File: src/rtl/piso_serial_tx_pkg.sv
// ---------------------------------------------------------------------------
// piso_serial_tx_pkg
// Shared definitions for the parallel-in/serial-out transmitter and its
// matching receiver-side deserializer.
//   state_t : FSM state encoding (ST_IDLE = 1'b0, ST_SHIFT = 1'b1)
//   cnt_w() : width of a mod-WIDTH bit counter (never narrower than 1 bit)
// ---------------------------------------------------------------------------
package piso_serial_tx_pkg;

    typedef enum logic {
        ST_IDLE  = 1'b0,
        ST_SHIFT = 1'b1
    } state_t;

    function automatic int cnt_w(input int width);
        return (width < 2) ? 1 : $clog2(width);
    endfunction

endpackage

File: src/rtl/piso_bit_counter.sv
// ---------------------------------------------------------------------------
// piso_bit_counter
// Mod-WIDTH bit counter with synchronous clear, enable and terminal count.
//   clk    : clock, rising edge
//   rst    : asynchronous active-high reset, count -> 0
//   clear  : force count to 0 on the next edge (wins over enable)
//   enable : advance count by one; wraps explicitly from WIDTH-1 to 0
//   count  : current count, 0 .. WIDTH-1
//   last   : count == WIDTH-1
// ---------------------------------------------------------------------------
module piso_bit_counter
    import piso_serial_tx_pkg::*;
#(
    parameter int WIDTH = 8
) (
    input  logic                    clk,
    input  logic                    rst,
    input  logic                    clear,
    input  logic                    enable,
    output logic [cnt_w(WIDTH)-1:0] count,
    output logic                    last
);

    localparam int CNT_W = cnt_w(WIDTH);
    localparam logic [CNT_W-1:0] LAST_VAL = CNT_W'(WIDTH - 1);

    logic [CNT_W-1:0] count_reg;

    always_ff @(posedge clk or posedge rst) begin
        if (rst) begin
            count_reg <= '0;
        end else if (clear) begin
            count_reg <= '0;
        end else if (enable) begin
            if (count_reg == LAST_VAL) begin
                count_reg <= '0;
            end else begin
                count_reg <= count_reg + 1'b1;
            end
        end
    end

    assign count = count_reg;
    assign last  = (count_reg == LAST_VAL);

endmodule

File: src/rtl/piso_serial_tx.sv
// ---------------------------------------------------------------------------
// piso_serial_tx
// Parallel-in/serial-out transmitter. A WIDTH-bit word is accepted through a
// valid/ready handshake and sent one bit per clock on d_out, framed by frame,
// with done marking the last bit of each word.
//   clk        : clock, all state changes on rising edge
//   rst        : asynchronous active-high reset
//   load_valid : producer offers data_in
//   load_ready : word can be accepted this cycle (combinational)
//   data_in    : parallel word, captured on load_valid && load_ready
//   d_out      : registered serial bit
//   d_out_n    : registered complement of d_out
//   frame      : high while d_out carries a valid bit
//   done       : high during the last bit of a word
// ---------------------------------------------------------------------------
module piso_serial_tx
    import piso_serial_tx_pkg::*;
#(
    parameter int WIDTH     = 8,
    parameter bit MSB_FIRST = 1'b1
) (
    input  logic             clk,
    input  logic             rst,
    input  logic             load_valid,
    output logic             load_ready,
    input  logic [WIDTH-1:0] data_in,
    output logic             d_out,
    output logic             d_out_n,
    output logic             frame,
    output logic             done
);

    localparam int CNT_W = cnt_w(WIDTH);

    state_t           state_reg;
    state_t           state_next;
    logic [WIDTH-1:0] shift_reg;
    logic             d_out_reg;
    logic             d_out_n_reg;
    logic             frame_reg;
    logic [CNT_W-1:0] count;
    logic             last;
    logic             load_fire;
    logic             in_shift;

    // Bit-order selection: "head" is the bit transmitted next, "tail" is the
    // word with that bit removed, aligned so the following bit becomes head.
    logic             load_head;
    logic [WIDTH-1:0] load_tail;
    logic             reg_head;
    logic [WIDTH-1:0] reg_tail;

    generate
        if (MSB_FIRST) begin : g_msb_first
            assign load_head = data_in[WIDTH-1];
            assign load_tail = data_in << 1;
            assign reg_head  = shift_reg[WIDTH-1];
            assign reg_tail  = shift_reg << 1;
        end else begin : g_lsb_first
            assign load_head = data_in[0];
            assign load_tail = data_in >> 1;
            assign reg_head  = shift_reg[0];
            assign reg_tail  = shift_reg >> 1;
        end
    endgenerate

    // State register
    always_ff @(posedge clk or posedge rst) begin
        if (rst) begin
            state_reg <= ST_IDLE;
        end else begin
            state_reg <= state_next;
        end
    end

    // Next state and handshake
    always_comb begin
        state_next = state_reg;
        load_ready = 1'b0;
        case (state_reg)
            ST_IDLE: begin
                load_ready = 1'b1;
                if (load_valid) begin
                    state_next = ST_SHIFT;
                end
            end
            ST_SHIFT: begin
                // The last-bit cycle doubles as a load slot so words can
                // stream back-to-back without a frame gap.
                if (last) begin
                    load_ready = 1'b1;
                    state_next = load_valid ? ST_SHIFT : ST_IDLE;
                end
            end
            default: begin
                state_next = ST_IDLE;
            end
        endcase
    end

    assign load_fire = load_valid && load_ready;
    assign in_shift  = (state_reg == ST_SHIFT);

    // Output and shift datapath. The first bit goes straight to d_out at the
    // capturing edge, so shift_reg only holds the bits still to come.
    always_ff @(posedge clk or posedge rst) begin
        if (rst) begin
            shift_reg   <= '0;
            d_out_reg   <= 1'b0;
            d_out_n_reg <= 1'b1;
            frame_reg   <= 1'b0;
        end else if (load_fire) begin
            shift_reg   <= load_tail;
            d_out_reg   <= load_head;
            d_out_n_reg <= ~load_head;
            frame_reg   <= 1'b1;
        end else if (in_shift) begin
            if (last) begin
                shift_reg   <= '0;
                d_out_reg   <= 1'b0;
                d_out_n_reg <= 1'b1;
                frame_reg   <= 1'b0;
            end else begin
                shift_reg   <= reg_tail;
                d_out_reg   <= reg_head;
                d_out_n_reg <= ~reg_head;
            end
        end
    end

    // Counter tracks which bit is on d_out; cleared on every load and when
    // the frame ends so IDLE always sits at zero.
    piso_bit_counter #(
        .WIDTH (WIDTH)
    ) u_bit_counter (
        .clk    (clk),
        .rst    (rst),
        .clear  (load_fire || (in_shift && last)),
        .enable (in_shift && !last),
        .count  (count),
        .last   (last)
    );

    assign d_out   = d_out_reg;
    assign d_out_n = d_out_n_reg;
    assign frame   = frame_reg;
    assign done    = in_shift && last;

endmodule

File: config.mk
export PLATFORM = sky130hd
export DESIGN_NAME = piso_serial_tx
export DESIGN_NICKNAME = d
export VERILOG_FILES = /design/src/rtl/piso_serial_tx_pkg.sv /design/src/rtl/piso_bit_counter.sv /design/src/rtl/piso_serial_tx.sv
export SDC_FILE = /design/constraint.sdc
export NUM_CORES = 1
export LEC_CHECK = 0
export ABC_AREA = 1
export CAP_MARGIN = 40
export CELL_PAD_IN_SITES_DETAIL_PLACEMENT = 0
export CELL_PAD_IN_SITES_GLOBAL_PLACEMENT = 1
export CORE_MARGIN = 2
export CORE_UTILIZATION = 33
export DETAILED_ROUTE_END_ITERATION = 12
export GPL_TIMING_DRIVEN = 1
export PLACE_DENSITY = 0.8
export SETUP_SLACK_MARGIN = 0.5
export SLEW_MARGIN = 30
export SYNTH_ARGS = -nofsm -noshare
export SYNTH_HDL_FRONTEND = slang
export SYNTH_SLANG_ARGS = --single-unit
export TNS_END_PERCENT = 20
File: constraint.sdc
create_clock -name clk -period 1.32 [get_ports clk]
set_clock_uncertainty 0.1 [all_clocks]
set_input_delay 0.198 -clock clk [delete_from_list [all_inputs] [get_ports clk]]
set_output_delay 0.198 -clock clk [all_outputs]
set_load 0.02 [all_outputs]
==> flow_summary.html, run 1 <==
<table>
<tr><th>Metric</th><th>Value</th></tr>
<tr><th colspan="2">Run status</th></tr>
<tr><td>Result of the run</td><td>finished, violations left</td></tr>
<tr><td>Violated checks</td><td>negative setup slack</td></tr>
<tr><th colspan="2">Critical path</th></tr>
<tr><td>Setup CP Type</td><td>reg2out</td></tr>
<tr><td>Critical Path Source Type</td><td>flip-flop</td></tr>
<tr><td>Data arrival at the endpoint of the critical path</td><td>between 1000 and 1500 ps</td></tr>
<tr><td>Data required time at the worst endpoint</td><td>1020 ps</td></tr>
<tr><td>Worst setup EP type</td><td>output port</td></tr>
<tr><td>Worst Path Max Fanout</td><td>2</td></tr>
<tr><th colspan="2">Synth</th></tr>
<tr><td>Multiplexer fraction of the synthesized cell area</td><td>0%</td></tr>
<tr><td>Area share of fa/ha/maj cells after synthesis</td><td>between 4 and 5%</td></tr>
<tr><td>XOR/XNOR Fraction of Synth Area</td><td>0%</td></tr>
<tr><td>Post-Synthesis Mean Instance Area</td><td>approximately 8.5 sq um</td></tr>
<tr><td>Combinational family with the most area after synthesis</td><td>simple AND/OR/NAND/NOR gates</td></tr>
<tr><td>Warnings from Yosys</td><td>0</td></tr>
<tr><td>Synth Area in Compound Gates</td><td>under 10%</td></tr>
<tr><td>Post-synthesis register bit count</td><td>14</td></tr>
<tr><td>Syn Inst Count</td><td>between 90 and 100</td></tr>
<tr><td>Post-synthesis cell area</td><td>about 800 sq um</td></tr>
<tr><td>Library cells used by synthesis</td><td>17</td></tr>
<tr><td>Sequential-to-total area share from yosys stat</td><td>between 40% and 50%</td></tr>
<tr><td>Simple-gate share of the synthesized area</td><td>41.60%</td></tr>
<tr><td>Nets in the synthesized netlist</td><td>108</td></tr>
<tr><th colspan="2">STA</th></tr>
<tr><td>WHS</td><td>~100 ps</td></tr>
<tr><td>Unrepaired setup endpoints after global routing</td><td>yes</td></tr>
<tr><td>Setup violators final</td><td>14</td></tr>
<tr><td>Portion of the clock cycle consumed by the worst path in the final layout</td><td>121.7%</td></tr>
<tr><td>Peak Freq</td><td>approximately 620 MHz</td></tr>
<tr><td>Final Slew Violations</td><td>0</td></tr>
<tr><td>Final worst setup slack</td><td>-286.6 ps</td></tr>
<tr><td>Slew @ Worst Pin</td><td>283.7 ps</td></tr>
<tr><td>Total negative setup slack</td><td>-2732 ps</td></tr>
<tr><td>Relative slew slack</td><td>a little over 80%</td></tr>
<tr><td>Fin crit period</td><td>about 1600 ps</td></tr>
<tr><td>Endpoints failing hold</td><td>0</td></tr>
<tr><th colspan="2">Drt</th></tr>
<tr><td>DR WL/cell</td><td>10.99 microns</td></tr>
<tr><td>Routed vias</td><td>around 680</td></tr>
<tr><td>Post-detailed-routing wire length</td><td>roughly 1700 microns</td></tr>
<tr><td>DRC violations left</td><td>0</td></tr>
<tr><td>Via density per instance</td><td>about 4.5</td></tr>
<tr><td>Starting DRT DRC Count</td><td>6</td></tr>
<tr><td>Count of antenna-violating nets left after detailed routing</td><td>0</td></tr>
<tr><td>First-pass DRT Iterations</td><td>4</td></tr>
<tr><th colspan="2">Global route</th></tr>
<tr><td>Initial antenna violation count</td><td>0</td></tr>
<tr><td>Wire length of the first global-routing pass</td><td>3001 microns</td></tr>
<tr><td>Aggregate global routing overflow</td><td>0</td></tr>
<tr><td>Largest net degree at the start of global routing</td><td>15</td></tr>
<tr><td>Global router's overall resource usage</td><td>roughly 15%</td></tr>
<tr><td>Via count of the first global-routing pass</td><td>roughly 690</td></tr>
<tr><th colspan="2">Clock tree</th></tr>
<tr><td>TritonCTS sink count</td><td>14</td></tr>
<tr><td>Clock tree root driver cell</td><td>clkbuf_4</td></tr>
<tr><td>Total setup buffers inserted after CTS</td><td>0</td></tr>
<tr><td>Worst-Skew Late Latency</td><td>between 200 and 300 ps</td></tr>
<tr><td>TritonCTS clock tree</td><td>done</td></tr>
<tr><td>Register clock-pin slew on the reported worst setup and hold paths</td><td>roughly 90 ps</td></tr>
<tr><td># H-tree levels</td><td>1</td></tr>
<tr><td>Clock buffers created by TritonCTS</td><td>3</td></tr>
<tr><td>Maximum number of buffers from clock root to sink</td><td>2</td></tr>
<tr><th colspan="2">Floorplan</th></tr>
<tr><td>Die Height</td><td>between 50 and 60 microns</td></tr>
<tr><td>Overall die area</td><td>~2800 sq um</td></tr>
<tr><td>Core Area</td><td>about 2300 sq um</td></tr>
<tr><td>Starting density of the core</td><td>a little over a third</td></tr>
<tr><td>Overall die width</td><td>53.15 microns</td></tr>
<tr><td>Number of placement rows</td><td>17</td></tr>
<tr><td>Number of I/O pins</td><td>16</td></tr>
<tr><th colspan="2">Cells and area</th></tr>
<tr><td>Filler cells</td><td>230</td></tr>
<tr><td>Final antenna diode count</td><td>0</td></tr>
<tr><td>Max reg flops</td><td>7</td></tr>
<tr><td>Area taken by multi-input logic gates</td><td>between 400 and 500 sq um</td></tr>
<tr><td>Proportion of layout cells with a drive suffix above 1</td><td>28.46%</td></tr>
<tr><td>Number of nets at the end of the flow</td><td>~140</td></tr>
<tr><td>Storage element area</td><td>between 300 and 400 sq um</td></tr>
<tr><td>Area overhead of the layout relative to synthesis</td><td>42.70%</td></tr>
<tr><th colspan="2">Power</th></tr>
<tr><td>Leak</td><td>roughly 0.57 nW</td></tr>
<tr><td>Post-layout power</td><td>roughly 2.2 mW</td></tr>
<tr><td>Total power divided by cell area</td><td>between 1500 and 2000 nW/um^2</td></tr>
<tr><td>Maximum ir drop on the vdd rail</td><td>around 0.75 mV</td></tr>
<tr><th colspan="2">Worst hold path</th></tr>
<tr><td>Path type of the worst min-delay path</td><td>in2async</td></tr>
<tr><th colspan="2">Place</th></tr>
<tr><td>Last weighted congestion value of the routability-driven placer</td><td>0.7645</td></tr>
<tr><td>Half-perimeter wire length after detailed placement</td><td>roughly 1200 microns</td></tr>
<tr><td>Quantity of I/O buffers inserted on ports</td><td>15</td></tr>
<tr><th colspan="2">Run</th></tr>
<tr><td>Max_cap viols</td><td>0</td></tr>
</table>
## final timing paths
kind,start,end,slack (ps),cells after the start
min reg2reg,d_out_n,d_out_n,380,2
min,rst,u_bit_counter.count[0],100,3
min in group clk,data_in[0],shift_reg[1],350,3
max,u_bit_counter.count[1],load_ready,-290,5
max reg2reg,u_bit_counter.count[1],d_out,-240,9
max in group asynchronous,rst,d_out_n,780,3
## final cells by class
cell class	instances	share of cell area (%)
inverter	7	2.750
timing repair buffer	28	22.33
multi-input combinational	70	37.73
tap	28	3.080
clock buffer	4	3.190
sequential	14	30.91
## cell families (layout without fill, tap and decap cells)
family | count (synthesis) | in the layout
simple gates | 64 | 64
flops | 14 | 14
buf+inv | 10 | 39
fa+ha+maj | 3 | 3
compound gates | 3 | 3
## worst max-delay path, cell delays in order, from the launching register on
cell and delay, ps:
dfrtp_1 420, ha_4 190, ha_4 170, clkinv_4 60, nand2_8 50, buf_6 140
## stage by stage
step                      worst slack [ps]  utilization (%)  instance area [sq um]  cells
final                               -286.6            50.44                   1137    151
after global routing                -340.5            50.44                   1137    151
after floorplan                     -56.45                -                  814.5     94
after global placement              -369.3            47.34                   1067    147
after detailed placement            -377.9            47.34                   1067    147
after CTS                           -314.1            50.44                   1137    151
## routing by layer
layer	track usage (%)	vias to the layer above	part of all wire [%]
li1	-	355	-
met1	18.53	310	45
met2	24.38	12	49
met3	5.932	2	4.8
met4	2.564	0	0.60
met5	0	-	0
## Yosys cell counts
master | number | area (sq um)
inv_2 | 1 | 3.750
buf_6 | 2 | 22.52
nand2_8 | 2 | 40.04
dfstp_2 | 1 | 26.28
nand2_1 | 43 | 161.4
o21ai_0 | 2 | 10.01
inv_1 | 5 | 18.77
nand3b_1 | 6 | 45.04
a21o_1 | 1 | 7.510
nand3_4 | 1 | 17.52
dfrtp_1 | 13 | 325.3
inv_4 | 1 | 6.260
ha_1 | 3 | 37.54
nor2_4 | 1 | 11.26
nand2_2 | 1 | 6.260
nand3_1 | 10 | 50.05
buf_4 | 1 | 7.510
## layout by cell type, fill, tap and decap left out
master / netlist / layout
nand2_1: 43 / 43
dfrtp_1: 13 / 13
buf_4: 1 / 13
clkdlybuf4s50_1: 0 / 10
nand3_1: 10 / 9
nand3b_1: 6 / 6
buf_6: 2 / 5
inv_1: 5 / 4
ha_4: 0 / 3
clkbuf_4: 0 / 3
nand2_8: 2 / 2
inv_2: 1 / 2
o21ai_1: 0 / 2
clkinv_4: 0 / 1
nor2_4: 1 / 1
nand3_2: 0 / 1
nand3_4: 1 / 1
a21o_1: 1 / 1
nand2_2: 1 / 1
clkbuf_8: 0 / 1
dfstp_2: 1 / 1
## where the power goes
part	total, mW	internal [mW]	leakage, nW	switching, mW
Combinational	1.08	0.533	0.380	0.546
Clock	0.319	0.168	0.0210	0.150
Sequential	0.761	0.613	0.173	0.148
Total	2.16	1.31	0.574	0.844
## repair_timing
item                                   4_1_cts  5_1_grt
pin swaps                                    1        1
endpoints found under the hold margin        0        0
setup endpoints to repair                   19       19
hold buffers                                 0        0
resized for setup                           36        2
No activity file was read; power rests on OpenSTA's default activity.
==> inputs of run 2 (changes only) <==
Settings changed: CORE_MARGIN 2 to not set.
==> flow_summary.html, run 2 (synthesis results as in run 1) <==
<table>
<tr><th>Metric</th><th>Value</th></tr>
<tr><th colspan="2">STA</th></tr>
<tr><td>Final worst setup slack</td><td>-274.2 ps</td></tr>
<tr><td>Peak Freq</td><td>between 600 and 700 MHz</td></tr>
<tr><td>Setup violators final</td><td>14</td></tr>
<tr><td>Final Slew Violations</td><td>0</td></tr>
<tr><td>Endpoints failing hold</td><td>0</td></tr>
<tr><td>Slew @ Worst Pin</td><td>254.6 ps</td></tr>
<tr><td>Relative slew slack</td><td>approximately 83%</td></tr>
<tr><td>Portion of the clock cycle consumed by the worst path in the final layout</td><td>120.8%</td></tr>
<tr><td>Fin crit period</td><td>approximately 1600 ps</td></tr>
<tr><td>Unrepaired setup endpoints after global routing</td><td>yes</td></tr>
<tr><td>WHS</td><td>just over 100 ps</td></tr>
<tr><th colspan="2">Run status</th></tr>
<tr><td>Violated checks</td><td>negative setup slack</td></tr>
<tr><td>Result of the run</td><td>finished, violations left</td></tr>
<tr><th colspan="2">Clock tree</th></tr>
<tr><td># H-tree levels</td><td>1</td></tr>
<tr><td>TritonCTS sink count</td><td>14</td></tr>
<tr><td>Worst-Skew Late Latency</td><td>280 ps</td></tr>
<tr><td>Register clock-pin slew on the reported worst setup and hold paths</td><td>80 ps</td></tr>
<tr><td>Number of buffers inserted for hold repair after clock tree synthesis</td><td>0</td></tr>
<tr><td>Clock tree root driver cell</td><td>clkbuf_4</td></tr>
<tr><td>Maximum number of buffers from clock root to sink</td><td>2</td></tr>
<tr><td>TritonCTS clock tree</td><td>done</td></tr>
<tr><td>Clock buffers created by TritonCTS</td><td>3</td></tr>
<tr><th colspan="2">Power</th></tr>
<tr><td>Leak</td><td>~0.57 nW</td></tr>
<tr><td>Total power divided by cell area</td><td>1887 nW/um^2</td></tr>
<tr><td>Post-layout power</td><td>around 2.1 mW</td></tr>
<tr><td>Maximum ir drop on the vdd rail</td><td>around 1 mV</td></tr>
<tr><th colspan="2">Cells and area</th></tr>
<tr><td>Max reg flops</td><td>7</td></tr>
<tr><td>Area overhead of the layout relative to synthesis</td><td>41.60%</td></tr>
<tr><td>Proportion of layout cells with a drive suffix above 1</td><td>approximately 27%</td></tr>
<tr><td>Final antenna diode count</td><td>0</td></tr>
<tr><td>Most common cell after layout, fill and taps aside</td><td>nand2_1</td></tr>
<tr><td>Fin cells</td><td>150</td></tr>
<tr><td>Commonest cells after routing, fill and taps aside</td><td>nand2_1 (43), dfrtp_1 (13), buf_4 (11), nand3_1 (10), clkdlybuf4s50_1 (10)</td></tr>
<tr><td>Number of nets at the end of the flow</td><td>between 100 and 150</td></tr>
<tr><th colspan="2">Critical path</th></tr>
<tr><td>Worst flop-to-flop path endpoint</td><td>shift_reg[5]</td></tr>
<tr><td>Most common cell type on the critical path</td><td>ha_4</td></tr>
<tr><td>Slowest stage cell, crit path</td><td>dfrtp_1</td></tr>
<tr><td>Setup CP Type</td><td>reg2out</td></tr>
<tr><td>Data arrival at the endpoint of the critical path</td><td>between 1000 and 1500 ps</td></tr>
<tr><td>Worst Path Max Fanout</td><td>2</td></tr>
<tr><td>Worst R2R Start</td><td>u_bit_counter.count[1]</td></tr>
<tr><td>Data required time at the worst endpoint</td><td>1020 ps</td></tr>
<tr><td>Critical Path Source Type</td><td>flip-flop</td></tr>
<tr><td>Delay of the slowest cell on the worst path</td><td>410 ps</td></tr>
<tr><td>Setup slack, reg-to-reg</td><td>-190 ps</td></tr>
<tr><td>Cells traversed along the worst timing path</td><td>ha_4, ha_4, clkinv_4, nand2_8, buf_6</td></tr>
<tr><td>Worst setup EP type</td><td>output port</td></tr>
<tr><td>Sum of buffers and inverters on the critical path</td><td>2</td></tr>
<tr><td>Critical path depth</td><td>5</td></tr>
<tr><td>R2R cell count</td><td>9</td></tr>
<tr><td>Top cell family by delay on the critical path</td><td>flip-flops</td></tr>
<tr><th colspan="2">Floorplan</th></tr>
<tr><td>Starting density of the core</td><td>35.35%</td></tr>
<tr><td>Number of I/O pins</td><td>16</td></tr>
<tr><td>Die Height</td><td>51.15 microns</td></tr>
<tr><td>Overall die width</td><td>51.15 microns</td></tr>
<tr><td>Number of placement rows</td><td>17</td></tr>
<tr><td>Overall die area</td><td>around 2600 sq um</td></tr>
<tr><td>Core Area</td><td>2255 sq um</td></tr>
<tr><th colspan="2">Place</th></tr>
<tr><td>Last weighted congestion value of the routability-driven placer</td><td>between 0.7 and 0.8</td></tr>
<tr><td>Half-perimeter wire length after detailed placement</td><td>1211 microns</td></tr>
<tr><td>Inst Count DP</td><td>approximately 150</td></tr>
<tr><td>Quantity of I/O buffers inserted on ports</td><td>15</td></tr>
<tr><th colspan="2">Drt</th></tr>
<tr><td>DRC violations left</td><td>0</td></tr>
<tr><td>First-pass DRT Iterations</td><td>4</td></tr>
<tr><td>Count of antenna-violating nets left after detailed routing</td><td>0</td></tr>
<tr><td>Routed vias</td><td>a little under 700</td></tr>
<tr><td>Starting DRT DRC Count</td><td>6</td></tr>
<tr><td>DR WL/cell</td><td>about 11 microns</td></tr>
<tr><td>Post-detailed-routing wire length</td><td>1580 microns</td></tr>
<tr><td>Via density per instance</td><td>between 4 and 5</td></tr>
<tr><th colspan="2">Global route</th></tr>
<tr><td>Largest net degree at the start of global routing</td><td>15</td></tr>
<tr><td>Global router's overall resource usage</td><td>15.29%</td></tr>
<tr><td>Aggregate global routing overflow</td><td>0</td></tr>
<tr><td>Initial antenna violation count</td><td>0</td></tr>
<tr><td>Wire length of the first global-routing pass</td><td>2842 microns</td></tr>
<tr><td>Via count of the first global-routing pass</td><td>between 600 and 700</td></tr>
<tr><th colspan="2">Run</th></tr>
<tr><td>Max_cap viols</td><td>0</td></tr>
<tr><th colspan="2">Worst hold path</th></tr>
<tr><td>Path type of the worst min-delay path</td><td>in2async</td></tr>
</table>
[run 2: cell count changes in the layout (fill, tap and decap cells not counted), sizes merged]
cell and change:
buf -1
[run 2: metal layers]
metal	vias up	global-route usage, %	share of wire [%]
li1	354	-	-
met1	314	16.85	42
met2	12	26.10	53
met3	5	6.250	4.1
met4	0	5.556	1.5
met5	-	0	0
[run 2: worst max-delay path by stage]
stage	start	end
final	u_bit_counter.count[1]	load_ready
after global routing	u_bit_counter.count[1]	load_ready
after floorplan	u_bit_counter.count[0]	d_out
after CTS	u_bit_counter.count[0]	load_ready
after global placement	u_bit_counter.count[0]	done
after detailed placement	u_bit_counter.count[0]	done
[run 2: final cells by class]
class	instances	area [sq um]
Inverter	7	31.28
Sequential cell	14	351.6
Timing Repair Buffer	27	250.2
Clock buffer	4	36.28
Tap cell	28	35.03
Fill cell	229	1126
Multi-Input combinational cell	70	424.2
[run 2: per-stage QoR]
stage	util [%]	worst slack, ps	setup TNS, ps	instance area, sq um
2_1_floorplan	-	-56.45	-420.8	814.5
3_3_place_gp	46.67	-371.7	-2798	1052
3_5_place_dp	46.67	-399.4	-3178	1052
4_1_cts	48.83	-309.1	-3045	1101
5_1_grt	50.06	-328.9	-3179	1129
6_report	50.06	-274.2	-2147	1129
[run 2: repair_timing]
item,CTS,global route
gates cloned,0,0
endpoints found under the hold margin,0,0
endpoints found under the setup margin,19,19
gates resized for setup,32,6
pin swaps,1,1
buffers inserted,1,0
[run 2: worst min-delay path: stages]
cell and delay (ps):
clkdlybuf4s50_1 390, inv_1 50, buf_4 210
[run 2: report_power, final]
part / leakage (nW) / internal (mW) / switching [mW] / total [mW]
Clock: 0.0210 / 0.168 / 0.141 / 0.309
Sequential: 0.173 / 0.613 / 0.143 / 0.756
Combinational: 0.371 / 0.527 / 0.537 / 1.06
Total: 0.565 / 1.31 / 0.821 / 2.13
